### src/rtl/stream_window_ctrl.sv
// stream_window_ctrl: sequencing control for a radius-RADIUS neighbourhood filter
// fed by a raster pixel stream. It tracks the entering pixel position, drives the
// datapath shift enable, runs a zero-padded flush after the last pixel, and
// reports each completed window centre. Optional macro STREAM_WINDOW_OVERRUN_EN
// adds a sticky overrun_o flag for input offered while the frame is draining.
module stream_window_ctrl #(
    parameter int WIDTH  = 30,
    parameter int HEIGHT = 30,
    parameter int RADIUS = 4
) (
    input  logic                                clk,
    input  logic                                rst,
    input  logic                                done_i,
    output logic                                shift_en_o,
    output logic                                pad_o,
    output logic [$clog2(HEIGHT+RADIUS+1)-1:0]  in_row_o,
    output logic [$clog2(WIDTH)-1:0]            in_col_o,
    output logic                                valid_o,
    output logic [$clog2(HEIGHT)-1:0]           out_row_o,
    output logic [$clog2(WIDTH)-1:0]            out_col_o,
    output logic                                border_o,
    output logic                                busy_o,
    output logic                                frame_done_o
`ifdef STREAM_WINDOW_OVERRUN_EN
    ,
    output logic                                overrun_o
`endif
);
    localparam int IRW       = $clog2(HEIGHT+RADIUS+1);
    localparam int CW        = $clog2(WIDTH);
    localparam int ORW       = $clog2(HEIGHT);
    localparam int FLUSH_LEN = RADIUS*WIDTH + RADIUS;
    localparam int FCW       = $clog2(FLUSH_LEN+1);

    localparam logic [CW-1:0]  COL_LAST     = CW'(WIDTH-1);
    localparam logic [CW-1:0]  COL_R        = CW'(RADIUS);
    localparam logic [IRW-1:0] IN_ROW_LAST  = IRW'(HEIGHT-1);
    localparam logic [IRW-1:0] IN_ROW_R     = IRW'(RADIUS);
    localparam logic [ORW-1:0] OUT_ROW_LAST = ORW'(HEIGHT-1);
    localparam logic [FCW-1:0] FLUSH_LAST   = FCW'(FLUSH_LEN-1);

    // A window wider or taller than the frame has no valid centre sequence.
    if ((2*RADIUS+1 > WIDTH) || (2*RADIUS+1 > HEIGHT)) begin : g_bad_cfg
        $error("stream_window_ctrl: 2*RADIUS+1 exceeds WIDTH or HEIGHT");
    end

    typedef enum logic [1:0] {IDLE, STREAM, FLUSH, DONE} state_t;

    state_t           state_q, state_d;
    logic [IRW-1:0]   in_row_q;
    logic [CW-1:0]    in_col_q;
    logic [FCW-1:0]   flush_q;
    logic [ORW-1:0]   oc_row_q;
    logic [CW-1:0]    oc_col_q;
    logic             valid_q, border_q;
    logic [ORW-1:0]   out_row_q;
    logic [CW-1:0]    out_col_q;
    logic             shift_en, pad, last_pix, win_hit;

    function automatic logic is_border(input logic [ORW-1:0] r, input logic [CW-1:0] c);
        return (int'(r) < RADIUS) || (int'(r) > HEIGHT-1-RADIUS) ||
               (int'(c) < RADIUS) || (int'(c) > WIDTH-1-RADIUS);
    endfunction

    assign last_pix = (in_row_q == IN_ROW_LAST) && (in_col_q == COL_LAST);
    // Shift index k >= RADIUS*WIDTH+RADIUS, i.e. the entering pixel is at or past (RADIUS,RADIUS).
    assign win_hit  = shift_en &&
                      ((in_row_q > IN_ROW_R) || ((in_row_q == IN_ROW_R) && (in_col_q >= COL_R)));

    // Next-state and shift/pad decode; reset masks the enables so done_i is ignored.
    always_comb begin
        state_d  = state_q;
        shift_en = 1'b0;
        pad      = 1'b0;
        case (state_q)
            IDLE: begin
                shift_en = done_i;
                if (done_i) state_d = STREAM;
            end
            STREAM: begin
                shift_en = done_i;
                if (done_i && last_pix) state_d = FLUSH;
            end
            FLUSH: begin
                shift_en = 1'b1;
                pad      = 1'b1;
                if (flush_q == FLUSH_LAST) state_d = DONE;
            end
            DONE:    state_d = IDLE;
            default: state_d = IDLE;
        endcase
        if (rst) begin
            shift_en = 1'b0;
            pad      = 1'b0;
        end
    end

    // State register.
    always_ff @(posedge clk) begin
        if (rst) state_q <= IDLE;
        else     state_q <= state_d;
    end

    // Entering-pixel row/column and flush length counters; cleared as the frame ends.
    always_ff @(posedge clk) begin
        if (rst || state_q == DONE) begin
            in_row_q <= '0;
            in_col_q <= '0;
            flush_q  <= '0;
        end else if (shift_en) begin
            if (in_col_q == COL_LAST) begin
                in_col_q <= '0;
                in_row_q <= in_row_q + 1'b1;
            end else begin
                in_col_q <= in_col_q + 1'b1;
            end
            if (pad) flush_q <= flush_q + 1'b1;
        end
    end

    // Window-centre counters and the registered completion report; wraps to (0,0) after the last centre.
    always_ff @(posedge clk) begin
        if (rst) begin
            oc_row_q  <= '0;
            oc_col_q  <= '0;
            valid_q   <= 1'b0;
            border_q  <= 1'b0;
            out_row_q <= '0;
            out_col_q <= '0;
        end else begin
            valid_q  <= win_hit;
            border_q <= win_hit && is_border(oc_row_q, oc_col_q);
            if (win_hit) begin
                out_row_q <= oc_row_q;
                out_col_q <= oc_col_q;
                if (oc_col_q == COL_LAST) begin
                    oc_col_q <= '0;
                    oc_row_q <= (oc_row_q == OUT_ROW_LAST) ? '0 : oc_row_q + 1'b1;
                end else begin
                    oc_col_q <= oc_col_q + 1'b1;
                end
            end
        end
    end

`ifdef STREAM_WINDOW_OVERRUN_EN
    logic overrun_q;

    // Sticky flag: source offered a pixel while the frame was draining.
    always_ff @(posedge clk) begin
        if (rst) overrun_q <= 1'b0;
        else if (done_i && (state_q == FLUSH || state_q == DONE)) overrun_q <= 1'b1;
    end

    assign overrun_o = overrun_q;
`endif

    assign shift_en_o   = shift_en;
    assign pad_o        = pad;
    assign in_row_o     = in_row_q;
    assign in_col_o     = in_col_q;
    assign valid_o      = valid_q;
    assign out_row_o    = out_row_q;
    assign out_col_o    = out_col_q;
    assign border_o     = border_q;
    assign busy_o       = (state_q != IDLE);
    assign frame_done_o = (state_q == DONE);

endmodule
### config.mk
export PLATFORM = sky130hd
export DESIGN_NAME = stream_window_ctrl
export DESIGN_NICKNAME = d
export VERILOG_FILES = /design/src/rtl/stream_window_ctrl.sv
export SDC_FILE = /design/constraint.sdc
export NUM_CORES = 1
export LEC_CHECK = 0
export BUFFER_PORTS_ARGS = -buffer_cell sky130_fd_sc_hd__buf_2
export CAP_MARGIN = 0
export CORE_ASPECT_RATIO = 0.8
export CORE_MARGIN = 4
export CORE_UTILIZATION = 35
export CTS_BUF_LIST = sky130_fd_sc_hd__clkbuf_4
export DETAILED_ROUTE_END_ITERATION = 10
export MAX_ROUTING_LAYER = met4
export PLACE_DENSITY = 0.55
export SLEW_MARGIN = 20
export SYNTH_ARGS = -nofsm -noshare
export SYNTH_HDL_FRONTEND = slang
export SYNTH_SLANG_ARGS = --single-unit
### constraint.sdc
create_clock -name clk -period 2.9 [get_ports clk]
set_input_delay 0.145 -clock clk [delete_from_list [all_inputs] [get_ports clk]]
set_output_delay 0.145 -clock clk [all_outputs]
set_load 0.01 [all_outputs]
Word level (Yosys, flattened, before mapping)
Cells that the tools add are included.
{"block": "classes", "add_sub_neg": 5, "n_lt_le_gt_ge": 6, "n_eq_ne": 12, "mux": 11, "n_reduce_logical": 17}
{"cell": "$add 5x1->5 const B", "n": 3}
{"cell": "$eq 5x5->1 const B", "n": 3}
{"cell": "$mux 5", "n": 3}
{"cell": "$gt 5x5->1 const B", "n": 2}
{"cell": "$lt 5x3->1 const B", "n": 2}
{"cell": "$pmux 2 s4", "n": 1}
{"cell": "$add 7x1->7 const B", "n": 1}
{"cell": "$eq 7x7->1 const B", "n": 1}
{"cell": "$add 6x1->6 const B", "n": 1}
{"cell": "$eq 6x3->1 const B", "n": 1}
{"cell": "$eq 6x5->1 const B", "n": 1}
{"cell": "$gt 6x3->1 const B", "n": 1}
{"cell": "$mux 2", "n": 3}
{"cell": "$ne 2x2->1 const B", "n": 3}
{"cell": "$reduce_and 2->1", "n": 3}
{"cell": "$ge 5x3->1 const B", "n": 1}
{"cell": "$logic_and 1x1->1", "n": 5}
{"cell": "$logic_or 1x1->1", "n": 5}
{"cell": "$eq 2x2->1 const B", "n": 2}
{"cell": "$mux 1", "n": 3}
{"cell": "$reduce_and 3->1", "n": 1}
{"cell": "$eq 2x1->1 const B", "n": 1}
{"cell": "$logic_not 2->1", "n": 1}
{"cell": "$pmux 1 s2", "n": 1}
{"cell": "other kinds (2)", "n": 2}
{"block": "totals", "reg_bits": 42, "inputBits": 3, "output_inout_bits": 27, "word_cells": 61}

Logic depth before layout (Yosys ltp)
Gate-level depths: netlist of run 1.
{"block": "depth", "word_depth": 6, "mapped_depth": 8, "mapped_depth_nobuf": 7}

Least setup slack after synthesis of run 1
No wires, ideal clock.
{"block": "synth_path", "kind": "register -> register", "start": "register in_row_q[0] (netlist: in_row_o[0])", "end": "register out_col_q[1] (netlist: out_col_o[1])", "setup_time_ns": 0.134, "arrival_ns": 1.888, "required_time_ns": 2.766, "setup_slack_ns": 0.878, "stages_incl_launch_ff": 9, "n_path_buf": 2, "period_less_slack_ns": 2.022, "path_cell_list": "dfxtp_1 -> inv_1 -> ha_1 -> or4b_4 -> a2111o_1 -> buf_2 -> buf_2 -> nand3_1 -> a21oi_1"}
{"block": "synth_between", "elab_chain_cells": 4, "elab_cells_between_ends": 5, "cone_classes": "order compare: 1; eq/ne: 1; reduce/logical: 3"}
{"item": "from (decl)", "line_no": "50", "rtl": "logic [IRW-1:0] in_row_q;"}
{"item": "from (signal assigned)", "line_no": "113", "rtl": "in_row_q <= in_row_q + 1'b1;"}
{"item": "branches (longest 2 deep; another with $gt 6x3->1)"}
{"item": "$logic_or 1x1->1 *", "line_no": "68", "rtl": "((in_row_q > IN_ROW_R) || ((in_row_q == IN_ROW_R) && (in_col_q >= COL_R)));"}
{"item": "$logic_and 1x1->1 *", "line_no": "67", "rtl": "assign win_hit = shift_en &&"}
{"item": "to (signal assigned)", "line_no": "135", "rtl": "out_col_q <= oc_col_q;"}
{"item": "to (decl)", "line_no": "57", "rtl": "logic [CW-1:0] out_col_q;"}
Mark *: on every way between the ends.
A chain may end at the register's enable or synchronous reset.

Worst setup path in the final report of run 1
{"block": "layout_path", "start": "register state_q[1]", "end": "output port shift_en_o"}
{"block": "layout_between", "elab_chain_cells": 4, "elab_cells_between_ends": 6, "cone_classes": "eq/ne: 2; mux: 2; reduce/logical: 2"}
{"item": "from (decl)", "line_no": "49", "rtl": "state_t state_q, state_d;"}
{"item": "from (signal assigned)", "line_no": "101", "rtl": "else state_q <= state_d;"}
{"item": "$eq 2x1->1 / $logic_not 2->1 (equally long branches)", "line_no": "75", "rtl": "case (state_q)"}
{"item": "$reduce_or 2->1 (no source line)"}
{"item": "$pmux 1 s2 *", "line_no": "75"}
{"item": "$mux 1 *", "line_no": "92", "rtl": "if (rst) begin"}
{"item": "to (decl)", "line_no": "14", "rtl": "output logic shift_en_o,"}
Mark *: on every way between the ends. The rest lies on a longest branch, timed or not.

==> reports/qor.txt, run 1 <==
SYNTHESIS
---------------------------------------------------------------------------------
Synth Flop Type                                                      sky130_fd_sc_hd__dfxtp_1
Number of flip-flops and latches in the synthesized netlist                    42
Average instance area after synthesis                                    8.54 µm²
Synth Warn #                                                                    0
Instance count of the mapped netlist                                          264
Post-synth EDFFs                                                                0
Distinct cell type count after synthesis                                       46
Portion of synthesized cell area occupied by the leading cell type          37.3%
Cell taking the most area after synthesis                            sky130_fd_sc_hd__dfxtp_1
Sequential cell area fraction in the yosys report                           37.3%
Async S/R FF share, synth                                                      0%
Ranking of synthesized cells by area                                 sky130_fd_sc_hd__dfxtp_1, sky130_fd_sc_hd__ha_1, sky130_fd_sc_hd__a21oi_1
Post-Syn Nets                                                                 283
Netlist area before placement                                            2250 µm²

CLOCK TREE
---------------------------------------------------------------------------------
TritonCTS clock tree                                                          yes
Buffers inserted by post-CTS timing repair                                      0
Number of buffers created by CTS                                                5
Count of instances resized after the clock tree is built                        0
Number of clock sinks seen by CTS                                              42
Hold_buf cts                                                                    0
Insertion delay to the later sink of the worst-skew pair                   340 ps
Clk slew on worst S/H paths                                                130 ps
Cell chosen for the clock root                                       sky130_fd_sc_hd__clkbuf_4
Deepest clock path buffer count                                                 2
Maximum level of the CTS H-tree                                                 2

FLOORPLANNING
---------------------------------------------------------------------------------
Core area                                                                6070 µm²
Initial standard-cell utilization of the core                               37.2%
Row Count                                                                      25
Die Ht                                                                    79.8 µm
Horizontal extent of the die                                              97.7 µm
Full die area                                                            7800 µm²
Number of top-level pins                                                       30

POWER AND IR DROP
---------------------------------------------------------------------------------
Worst IR Drop VDD                                                      0.000262 V
Leak pwr                                                              0.000971 µW
Power density cells                                                    492 nW/µm²

LAYOUT
---------------------------------------------------------------------------------
Area added between synthesis and finish                                     9.77%
Total area of multi-input combinational cells                            1260 µm²
Most common cell after layout, fill and taps aside                   sky130_fd_sc_hd__dfxtp_1
Top library cells by usage in the layout, fill and taps aside        sky130_fd_sc_hd__dfxtp_1, sky130_fd_sc_hd__buf_2, sky130_fd_sc_hd__a21oi_1
Count of filler cells inserted in the layout                                  626
Number of antenna repair diodes                                                 0
Total non-filler cell area in the finished layout                        2470 µm²
Non-Filler Instances                                                          366
Fraction of layout cells with a size suffix above 1                         16.5%
Final net count                                                               303
Sequential cell area                                                      841 µm²

GLOBAL ROUTING
---------------------------------------------------------------------------------
Global-route total usage across every layer                                 13.8%
Vias in the first global route                                               1801
Global-route congestion overflow total                                          0
Maximum number of pins on one net before global-route repair                   28
Number of antenna violations at the first check in global routing               0
Wire length of the first global-routing pass                              8.67 mm

ROUTING
---------------------------------------------------------------------------------
Routed WL per cell                                                        13.8 µm
Detail-routed via count per cell                                             5.31
Drt first-iter violations                                                      55
Via count                                                                    1945
Final wirelength                                                          5.05 mm
Number of iterations in the first detailed-routing pass                         4
Number of nets with antenna violations after detailed routing                   0
DRC Markers                                                                     0

PLACED DESIGN
---------------------------------------------------------------------------------
Area of placed instances                                                 2420 µm²
DP Cell Count                                                                 358
Detailed placer's ending HPWL                                             3.49 mm
Worst setup slack before clock tree synthesis                              701 ps
# port buffers                                                                 29
RD Place Congestion                                                         0.704

MIN PATH
---------------------------------------------------------------------------------
Hold/Removal Path Class                                              input pin to register
Launch point of the worst hold path                                           rst
Worst Hold End                                                        oc_col_q[0]
Cell depth of the worst min-delay path                                          2

TIMING
---------------------------------------------------------------------------------
Clock period minus final worst setup slack                                2230 ps
Post-route fraction of the period consumed by the critical path             77.0%
Final hold vios                                                                 0
Setup clock skew after layout                                             13.2 ps
Worst slew pin tran                                                        635 ps
Accumulated negative setup slack                                             0 ps
Setup repair after global routing missed its margin                         false
Headroom to the max-slew limit                                              57.6%
Fmax                                                                    0.448 GHz
Smallest setup slack after layout                                          668 ps
Final Max Slew Viols                                                            0
Final-report setup violation count                                              0

WORST SETUP PATH
---------------------------------------------------------------------------------
Start of the worst register-to-register path                          in_row_o[0]
Worst endpoint required time                                              2760 ps
Critical path startpoint                                               state_q[1]
Max Fanout on Critical Path                                                    20
Critical path endpoint category                                       output port
Startpoint Class                                                         register
Worst Path Class, Setup                                              register to output port
Flop-to-flop setup slack                                                   680 ps
Arrival time at the worst endpoint                                        2090 ps
Worst reg2reg path depth                                                        7
Destination of the worst register-to-register timing path             oc_row_q[3]

OUTCOME
---------------------------------------------------------------------------------
Result of the run                                                    finished, final reports clean

RUN
---------------------------------------------------------------------------------
Maximum Capacitance Violations                                                  0

## sequential cells by signal (all words and copies together), names as in the netlist
register   flops
valid_o        1
out_col_o      5
oc_row_q       5
oc_col_q       5
flush_q        7
out_row_o      5
in_row_o       6
state_q        2
in_col_o       5
border_o       1
## cells by family after synthesis
logic type	count (synthesis)	share of synthesized area, %
AND/OR/NAND/NOR	87	20.5
buffers and inverters	33	6.71
adder cells (fa/ha/maj)	16	8.88
AO/OA/AOI/OAI	76	22.6
flip-flops	42	37.3
multiplexers	3	1.33
XOR/XNOR	7	2.72
## power breakdown
group | internal, µW | leakage, µW | switching [µW] | total, µW
sequential | 597 | 0.000339 | 34.3 | 632
combinational | 98.7 | 0.000599 | 197 | 296
clock | 101 | 0.0000331 | 189 | 290
total | 797 | 0.000971 | 421 | 1220
## through the flow
step / hold WS [ps] / util, % / power (µW)
final: 266 / 40.8 / 1220
after global routing: 280 / 40.8 / 1300
after CTS: 250 / 40.8 / 1230
after detailed placement: 467 / 39.9 / 941
after global placement: 464 / 39.9 / 936
after floorplan: 449 / - / 851
## cell type report
| type | count | area share [%] |
|---|---|---|
| Clock inverter | 2 | 0.354 |
| Sequential cell | 42 | 34.0 |
| Multi-Input combinational cell | 189 | 51.0 |
| Tap cell | 81 | 4.10 |
| Timing Repair Buffer | 31 | 6.47 |
| Inverter | 15 | 2.28 |
| Clock buffer | 6 | 1.82 |
## critical path: stages (launching register included)
cell and delay, ps:
sky130_fd_sc_hd__dfxtp_1 480, sky130_fd_sc_hd__nor2b_1 390, sky130_fd_sc_hd__o21ai_1 140, sky130_fd_sc_hd__inv_1 490, sky130_fd_sc_hd__buf_2 250
## how the worst max path moves through the flow
stage          depth (start not counted)  slack [ps]            to
6_report                               4         670    shift_en_o
5_1_grt                                7         460   oc_row_q[3]
4_1_cts                                4         660    shift_en_o
3_5_place_dp                           6         700   oc_col_q[4]
3_3_place_gp                           7         720   oc_row_q[3]
2_1_floorplan                          8         880  out_col_o[1]
## routing by layer
| metal | track usage [%] | routed length [µm] | vias up |
|---|---|---|---|
| met2 | 21.5 | 2210 | 31 |
| met5 | - | 0 | - |
| met4 | 3.32 | 32 | 0 |
| li1 | - | - | 996 |
| met3 | 3.14 | 173 | 2 |
| met1 | 18.4 | 2640 | 916 |
## cell usage after synthesis, types with 5 or more instances
library cell / number
sky130_fd_sc_hd__clkbuf_1: 11
sky130_fd_sc_hd__nand2b_1: 5
sky130_fd_sc_hd__nand2_1: 15
sky130_fd_sc_hd__a31oi_1: 5
sky130_fd_sc_hd__nand3_1: 14
sky130_fd_sc_hd__o21ai_0: 15
sky130_fd_sc_hd__o21ai_1: 6
sky130_fd_sc_hd__nor2_1: 19
sky130_fd_sc_hd__xnor2_1: 6
sky130_fd_sc_hd__inv_1: 15
sky130_fd_sc_hd__ha_1: 16
sky130_fd_sc_hd__a21oi_1: 23
sky130_fd_sc_hd__nor3_1: 10
sky130_fd_sc_hd__dfxtp_1: 42
No activity file was read; power rests on OpenSTA's default activity.
==> run 2: changes to the inputs <==
--- a/config.mk
+++ b/config.mk
@@ -13,7 +13,7 @@
 export CTS_BUF_LIST = sky130_fd_sc_hd__clkbuf_4
 export DETAILED_ROUTE_END_ITERATION = 10
 export MAX_ROUTING_LAYER = met4
-export PLACE_DENSITY = 0.55
+export PLACE_DENSITY = 0.57
 export SLEW_MARGIN = 20
 export SYNTH_ARGS = -nofsm -noshare
 export SYNTH_HDL_FRONTEND = slang
==> constraint.sdc (replaced) <==
create_clock -name clk -period 1.8 [get_ports clk]
set_input_delay 0.09 -clock clk [delete_from_list [all_inputs] [get_ports clk]]
set_output_delay 0.09 -clock clk [all_outputs]
set_load 0.01 [all_outputs]
==> reports/qor.txt, run 2 (synthesis gave the netlist of run 1 again) <==
OUTCOME
--------------------------------------------------------------------------------
Result of the run                                                   finished, violations left   was finished, final reports clean
Violated checks                                                     setup timing

WORST SETUP PATH
--------------------------------------------------------------------------------
Crit path largest cell delay                                              480 ps   was 490 ps
Arrival time at the worst endpoint                                       2240 ps   was 2090 ps
Flop-to-flop setup slack                                                 -190 ps   was 680 ps
Slowest stage cell, crit path                                       sky130_fd_sc_hd__or4b_4   was sky130_fd_sc_hd__inv_1
Worst Path Class, Setup                                             register to register   was register to output port
Critical path endpoint category                                         register   was output port
Critical path cell sequence                                         inv_4, ha_4, or4b_4, a2111o_1, buf_8, a31oi_1, nor3_1   was nor2b_1, o21ai_1, inv_1, buf_2
Worst endpoint required time                                             2060 ps   was 2760 ps
Destination of the worst register-to-register timing path            oc_col_q[2]   was oc_row_q[3]
Startpoint Class                                                        register   unchanged
Sum of buffers and inverters on the critical path                              2   unchanged
Start of the worst register-to-register path                         in_row_o[0]   unchanged
Worst reg2reg path depth                                                       7   unchanged
Critical path's top delay family                                    compound AO/OA/AOI/OAI gates   was buffers and inverters
Max Fanout on Critical Path                                                    9   was 20

ROUTING
--------------------------------------------------------------------------------
Number of iterations in the first detailed-routing pass                        4   unchanged
Detail-routed via count per cell                                            5.25   was 5.31
Drt first-iter violations                                                     96   was 55
Number of nets with antenna violations after detailed routing                  0   unchanged
Via count                                                                   2079   was 1945
Routed WL per cell                                                       13.3 µm   was 13.8 µm
DRC Markers                                                                    0   unchanged
Final wirelength                                                         5.27 mm   was 5.05 mm

TIMING
--------------------------------------------------------------------------------
Fmax                                                                   0.503 GHz
Final Max Slew Viols                                                           0   unchanged
Setup clock skew after layout                                            16.2 ps   was 13.2 ps
Accumulated negative setup slack                                        -2670 ps   was 0 ps
Final hold vios                                                                0   unchanged
Smallest setup slack after layout                                        -187 ps   was 668 ps
Clock period minus final worst setup slack                               1990 ps
Worst slew pin tran                                                       490 ps   was 635 ps
Final-report setup violation count                                            21   was 0
Headroom to the max-slew limit                                             66.5%   was 57.6%
Setup repair after global routing missed its margin                         true   was false
Post-route fraction of the period consumed by the critical path             110%

LAYOUT
--------------------------------------------------------------------------------
Final net count                                                              333   was 303
Number of antenna repair diodes                                                0   unchanged
Non-Filler Instances                                                         396   was 366
Share of the core filled with cells in the final layout                    45.9%   was 40.8%
Top library cells by usage in the layout, fill and taps aside       sky130_fd_sc_hd__dfxtp_1, sky130_fd_sc_hd__buf_2, sky130_fd_sc_hd__buf_4   was sky130_fd_sc_hd__dfxtp_1, sky130_fd_sc_hd__buf_2, sky130_fd_sc_hd__a21oi_1
Most common cell after layout, fill and taps aside                  sky130_fd_sc_hd__dfxtp_1   unchanged
Flip-flop count of the largest register after layout                           7   unchanged
Area added between synthesis and finish                                    23.5%   was 9.77%
Biggest register                                                         flush_q   unchanged
Fraction of layout cells with a size suffix above 1                        29.5%   was 16.5%

CLOCK TREE
--------------------------------------------------------------------------------
Deepest clock path buffer count                                                2   unchanged
TritonCTS clock tree                                                         yes   unchanged
Maximum level of the CTS H-tree                                                2   unchanged
Number of clock sinks seen by CTS                                             42   unchanged
Hold_buf cts                                                                   0   unchanged
Clk slew on worst S/H paths                                               130 ps   about the same
Cell chosen for the clock root                                      sky130_fd_sc_hd__clkbuf_4   unchanged
Number of buffers created by CTS                                               5   unchanged
Insertion delay to the later sink of the worst-skew pair                  360 ps   was 340 ps

POWER AND IR DROP
--------------------------------------------------------------------------------
Overall power after layout                                               2080 µW   was 1220 µW
Power Internal                                                           1380 µW   was 797 µW
Worst IR Drop VDD                                                     0.000551 V   was 0.000262 V
Switching Fraction                                                         34.0%   was 34.5%
Psw                                                                       707 µW   was 421 µW
Combinational share of power                                               28.8%   was 24.3%
Clk pwr share                                                              23.0%   was 23.8%
Sequential cell fraction of total power                                    48.2%   was 51.9%
Power density cells                                                   748 nW/µm²   was 492 nW/µm²
Leak pwr                                                              0.00114 µW   was 0.000971 µW

GLOBAL ROUTING
--------------------------------------------------------------------------------
Global-route congestion overflow total                                         0   unchanged
Vias in the first global route                                              1903   was 1801
Global-route total usage across every layer                                14.1%   was 13.8%
Wire length of the first global-routing pass                             8.78 mm   was 8.67 mm
Maximum number of pins on one net before global-route repair                  25   was 28
Number of antenna violations at the first check in global routing              0   unchanged

PLACED DESIGN
--------------------------------------------------------------------------------
Detailed placer's ending HPWL                                            3.83 mm   was 3.49 mm
# port buffers                                                                29   unchanged
DP Cell Count                                                                386   was 358
RD Place Congestion                                                        0.789   was 0.704
Worst setup slack before clock tree synthesis                            -155 ps   was 701 ps

MIN PATH
--------------------------------------------------------------------------------
Hold/Removal Path Class                                             input pin to register   unchanged
Launch point of the worst hold path                                          rst   unchanged
Worst Hold End                                                        state_q[0]   was oc_col_q[0]
Cell depth of the worst min-delay path                                         4   was 2

FLOORPLANNING
--------------------------------------------------------------------------------
Core area                                                               6070 µm²   unchanged
Number of top-level pins                                                      30   unchanged
Full die area                                                           7800 µm²   unchanged
Initial standard-cell utilization of the core                              37.2%   unchanged
Die Ht                                                                   79.8 µm   unchanged
Horizontal extent of the die                                             97.7 µm   unchanged
Row Count                                                                     25   unchanged

RUN
--------------------------------------------------------------------------------
Maximum Capacitance Violations                                                 0   unchanged

## run 2: changes by cell type in the layout (fill, tap and decap cells not counted), sizes merged
| cell | before | now |
|---|---|---|
| buf | 31 | 60 |
| clkbuf | 6 | 7 |
## run 2: layer usage
| metal | global-route usage (%) | vias up | part of all wire [%] |
|---|---|---|---|
| li1 | - | 1062 | - |
| met1 | 18.4 | 976 | 51 |
| met2 | 21.8 | 33 | 44 |
| met3 | 2.97 | 8 | 3.6 |
| met4 | 4.98 | 0 | 1.2 |
| met5 | - | - | 0 |
## run 2: power by group through the flow
| stage | Clock (µW) | Sequential [µW] | Combinational (µW) |
|---|---|---|---|
| floorplan | 0 | 1030 | 344 |
| global placement | 0 | 1020 | 565 |
| detailed placement | 0 | 1020 | 565 |
| CTS | 497 | 999 | 575 |
| global route | 542 | 1010 | 667 |
| finish | 479 | 1000 | 600 |
## run 2: cell type report
class                   instances  area [µm²]
clock buffers                   6        45.0
clock inverters                 2        8.76
fillers                       630        3280
inverters                      15        58.8
multi-input cells             189        1310
flip-flops and latches         42         850
well taps                      81         101
repair buffers                 61         414
## run 2: stage by stage
stage,instance area (µm²),hold WS (ps)
final,2790,189
after global routing,2790,190
after CTS,2710,176
after detailed placement,2640,465
after global placement,2640,466
after floorplan,2270,394
## run 2: worst max-delay path by stage
| stage | from | endpoint | slack [ps] | depth (start not counted) |
|---|---|---|---|---|
| finish | in_row_o[0] | oc_col_q[2] | -190 | 7 |
| global route | in_row_o[0] | oc_col_q[4] | -250 | 7 |
| CTS | in_row_o[0] | oc_col_q[4] | -140 | 7 |
| detailed placement | in_row_o[0] | oc_row_q[4] | -150 | 7 |
| global placement | in_row_o[0] | oc_col_q[3] | -100 | 7 |
| floorplan | in_row_o[0] | out_col_o[1] | -90 | 8 |
## run 2: tightest hold or removal path, stage by stage
cell	delay, ps
sky130_fd_sc_hd__buf_2	110
sky130_fd_sc_hd__inv_1	60
sky130_fd_sc_hd__buf_4	160
sky130_fd_sc_hd__o211a_1	100
## run 2: what timing repair did
action | CTS | global route
setup endpoints to repair | 22 | 27
gates cloned | 0 | 1
resized for setup | 5 | 12
pin swaps | 1 | 1
setup buffers | 0 | 1
==> run 3: changes to the inputs <==
--- a/config.mk
+++ b/config.mk
@@ -6,7 +6,7 @@
 export NUM_CORES = 1
 export LEC_CHECK = 0
 export BUFFER_PORTS_ARGS = -buffer_cell sky130_fd_sc_hd__buf_2
-export CAP_MARGIN = 0
+export CAP_MARGIN = 30
 export CORE_ASPECT_RATIO = 0.8
 export CORE_MARGIN = 4
 export CORE_UTILIZATION = 35
@@ -14,6 +14,7 @@
 export DETAILED_ROUTE_END_ITERATION = 10
 export MAX_ROUTING_LAYER = met4
 export PLACE_DENSITY = 0.57
+export SETUP_SLACK_MARGIN = 0.15
 export SLEW_MARGIN = 20
 export SYNTH_ARGS = -nofsm -noshare
 export SYNTH_HDL_FRONTEND = slang
==> reports/qor.txt, run 3 (synthesis gave the netlist of run 1 again) <==
ROUTING
--------------------------------------------------------------------------------
Final wirelength                                                         5.57 mm   was 5.27 mm
DRC Markers                                                                    0   unchanged
Detail-routed via count per cell                                            5.17   was 5.25
Number of iterations in the first detailed-routing pass                        4   unchanged
Drt first-iter violations                                                     68   was 96
Number of nets with antenna violations after detailed routing                  0   unchanged
Routed WL per cell                                                       13.8 µm   was 13.3 µm
Via count                                                                   2088   was 2079

WORST SETUP PATH
--------------------------------------------------------------------------------
Start of the worst register-to-register path                         in_row_o[0]   unchanged
Flop-to-flop setup slack                                                 -190 ps   about the same
Startpoint Class                                                        register   unchanged
Critical path cell sequence                                         inv_4, ha_4, or4b_4, a2111oi_4, buf_6, buf_4, o21ai_0, a21oi_1   was inv_4, ha_4, or4b_4, a2111o_1, buf_8, a31oi_1, nor3_1
Slowest stage cell, crit path                                       sky130_fd_sc_hd__or4b_4   unchanged
Destination of the worst register-to-register timing path           out_row_o[2]   was oc_col_q[2]
Worst Path Class, Setup                                             register to register   unchanged
Arrival time at the worst endpoint                                       2290 ps   was 2240 ps
Worst reg2reg path depth                                                       8   was 7
Max Fanout on Critical Path                                                    6   was 9
Crit path largest cell delay                                              480 ps   about the same
Sum of buffers and inverters on the critical path                              3   was 2
Critical path startpoint                                             in_row_o[0]   unchanged
Worst endpoint required time                                             2100 ps   was 2060 ps
Critical path's top delay family                                    compound AO/OA/AOI/OAI gates   unchanged
Critical path endpoint category                                         register   unchanged

LAYOUT
--------------------------------------------------------------------------------
Flip-flop count of the largest register after layout                           7   unchanged
Share of the core filled with cells in the final layout                    49.0%   was 45.9%
Top library cells by usage in the layout, fill and taps aside       sky130_fd_sc_hd__dfxtp_1, sky130_fd_sc_hd__buf_4, sky130_fd_sc_hd__buf_2   was sky130_fd_sc_hd__dfxtp_1, sky130_fd_sc_hd__buf_2, sky130_fd_sc_hd__buf_4
Biggest register                                                         flush_q   unchanged
Area added between synthesis and finish                                    32.0%   was 23.5%
Final net count                                                              341   was 333
Number of antenna repair diodes                                                0   unchanged
Most common cell after layout, fill and taps aside                  sky130_fd_sc_hd__dfxtp_1   unchanged
Fraction of layout cells with a size suffix above 1                        35.6%   was 29.5%
Non-Filler Instances                                                         404   was 396

GLOBAL ROUTING
--------------------------------------------------------------------------------
Wire length of the first global-routing pass                             9.45 mm   was 8.78 mm
Met1 routing resource usage after global routing                           19.4%   was 18.4%
Met2 capacity usage during global routing                                  23.9%   was 21.8%
Met3 track demand over resource                                            3.32%   was 2.97%
Global-route congestion overflow total                                         0   unchanged
Number of antenna violations at the first check in global routing              0   unchanged
Highest-utilization routing layer at the global route stage                 met2   unchanged
Maximum number of pins on one net before global-route repair                  25   unchanged
Global-route total usage across every layer                                15.0%   was 14.1%
Vias in the first global route                                              1972   was 1903

TIMING
--------------------------------------------------------------------------------
Smallest setup slack after layout                                        -189 ps   was -187 ps
Headroom to the max-slew limit                                             66.0%   was 66.5%
Setup repair after global routing missed its margin                         true   unchanged
Fmax                                                                   0.503 GHz   about the same
Post-route fraction of the period consumed by the critical path             111%   was 110%
Worst slew pin tran                                                       497 ps   was 490 ps
Final-report setup violation count                                            22   was 21
Final hold vios                                                                0   unchanged
Setup clock skew after layout                                            20.6 ps   was 16.2 ps
Final Max Slew Viols                                                           0   unchanged
Clock period minus final worst setup slack                               1990 ps   about the same

CLOCK TREE
--------------------------------------------------------------------------------
Cell chosen for the clock root                                      sky130_fd_sc_hd__clkbuf_4   unchanged
Deepest clock path buffer count                                                2   unchanged
Number of clock sinks seen by CTS                                             42   unchanged
Clk slew on worst S/H paths                                               140 ps   was 130 ps
TritonCTS clock tree                                                         yes   unchanged
Number of buffers created by CTS                                               5   unchanged
Maximum level of the CTS H-tree                                                2   unchanged
Hold_buf cts                                                                   0   unchanged
Insertion delay to the later sink of the worst-skew pair                  370 ps   was 360 ps

PLACED DESIGN
--------------------------------------------------------------------------------
DP Cell Count                                                                387   was 386
Worst setup slack before clock tree synthesis                            -161 ps   was -155 ps
Detailed placer's ending HPWL                                            3.87 mm   was 3.83 mm
# port buffers                                                                29   unchanged
RD Place Congestion                                                        0.791   was 0.789

POWER AND IR DROP
--------------------------------------------------------------------------------
Overall power after layout                                               2360 µW   was 2080 µW
Switching Fraction                                                         35.3%   was 34.0%
Power density cells                                                   794 nW/µm²   was 748 nW/µm²
Worst IR Drop VDD                                                     0.000577 V   was 0.000551 V
Clk pwr share                                                              21.9%   was 23.0%
Leak pwr                                                              0.00120 µW   was 0.00114 µW
Combinational share of power                                               34.4%   was 28.8%
Sequential cell fraction of total power                                    43.7%   was 48.2%
Psw                                                                       834 µW   was 707 µW
Power Internal                                                           1530 µW   was 1380 µW

FLOORPLANNING
--------------------------------------------------------------------------------
Horizontal extent of the die                                             97.7 µm   unchanged
Number of top-level pins                                                      30   unchanged
Row Count                                                                     25   unchanged
Core area                                                               6070 µm²   unchanged
Initial standard-cell utilization of the core                              37.2%   unchanged
Die Ht                                                                   79.8 µm   unchanged
Full die area                                                           7800 µm²   unchanged

MIN PATH
--------------------------------------------------------------------------------
Hold/Removal Path Class                                             input pin to register   unchanged
Worst Hold End                                                       in_row_o[1]   was state_q[0]
Launch point of the worst hold path                                       done_i   was rst
Cell depth of the worst min-delay path                                         5   was 4

OUTCOME
--------------------------------------------------------------------------------
Violated checks                                                     setup timing   unchanged
Result of the run                                                   finished, violations left   unchanged

RUN
--------------------------------------------------------------------------------
Maximum Capacitance Violations                                                 0   unchanged

==> run 3: per-stage QoR <==
step	setup TNS (ps)	hold slack [ps]	instance area, µm²
after floorplan	-1190	394	2270
after global placement	-893	466	2650
after detailed placement	-1940	463	2650
after CTS	-2220	174	2850
after global routing	-5580	193	2980
final	-2950	194	2980
==> run 3: routing by layer <==
layer	vias to the layer above	part of all wire, %
met5	-	0
met4	0	0.93
met3	4	3.3
met2	29	46
met1	980	50
li1	1075	-
==> run 3: worst max-delay path by stage <==
stage / endpoint / slack (ps) / cells past startpoint
after floorplan: out_col_o[1] / -90 / 8
after CTS: oc_col_q[3] / -150 / 7
after detailed placement: oc_row_q[3] / -160 / 7
after global placement: oc_col_q[2] / -90 / 7
after global routing: out_row_o[2] / -310 / 8
final: out_row_o[2] / -190 / 8
==> run 3: tightest hold or removal path, stage by stage <==
cell	delay [ps]
sky130_fd_sc_hd__buf_2	130
sky130_fd_sc_hd__nand2b_4	90
sky130_fd_sc_hd__a211oi_1	100
sky130_fd_sc_hd__nand2_1	70
sky130_fd_sc_hd__a21oi_1	50
==> run 3: power by group through the flow <==
stage / clock, µW / sequential [µW] / combinational [µW]
final: 518 / 1030 / 812
after global routing: 585 / 1040 / 893
after CTS: 541 / 1010 / 714
after detailed placement: 0 / 1020 / 593
after global placement: 0 / 1020 / 586
after floorplan: 0 / 1030 / 346
==> run 3: timing repair <==
action	in CTS	in global routing
setup endpoints to repair	37	33
resized for setup	26	26
pin swaps	8	11
buffers inserted	1	7
cloned	1	0
==> run 3: layout make-up <==
| type | count | area [µm²] |
|---|---|---|
| fillers | 606 | 3090 |
| multi-input cells | 189 | 1410 |
| inverters | 15 | 61.3 |
| repair buffers | 69 | 488 |
| clock inverters | 3 | 25.0 |
| well taps | 81 | 101 |
| clock buffers | 5 | 37.5 |
| flip-flops and latches | 42 | 855 |
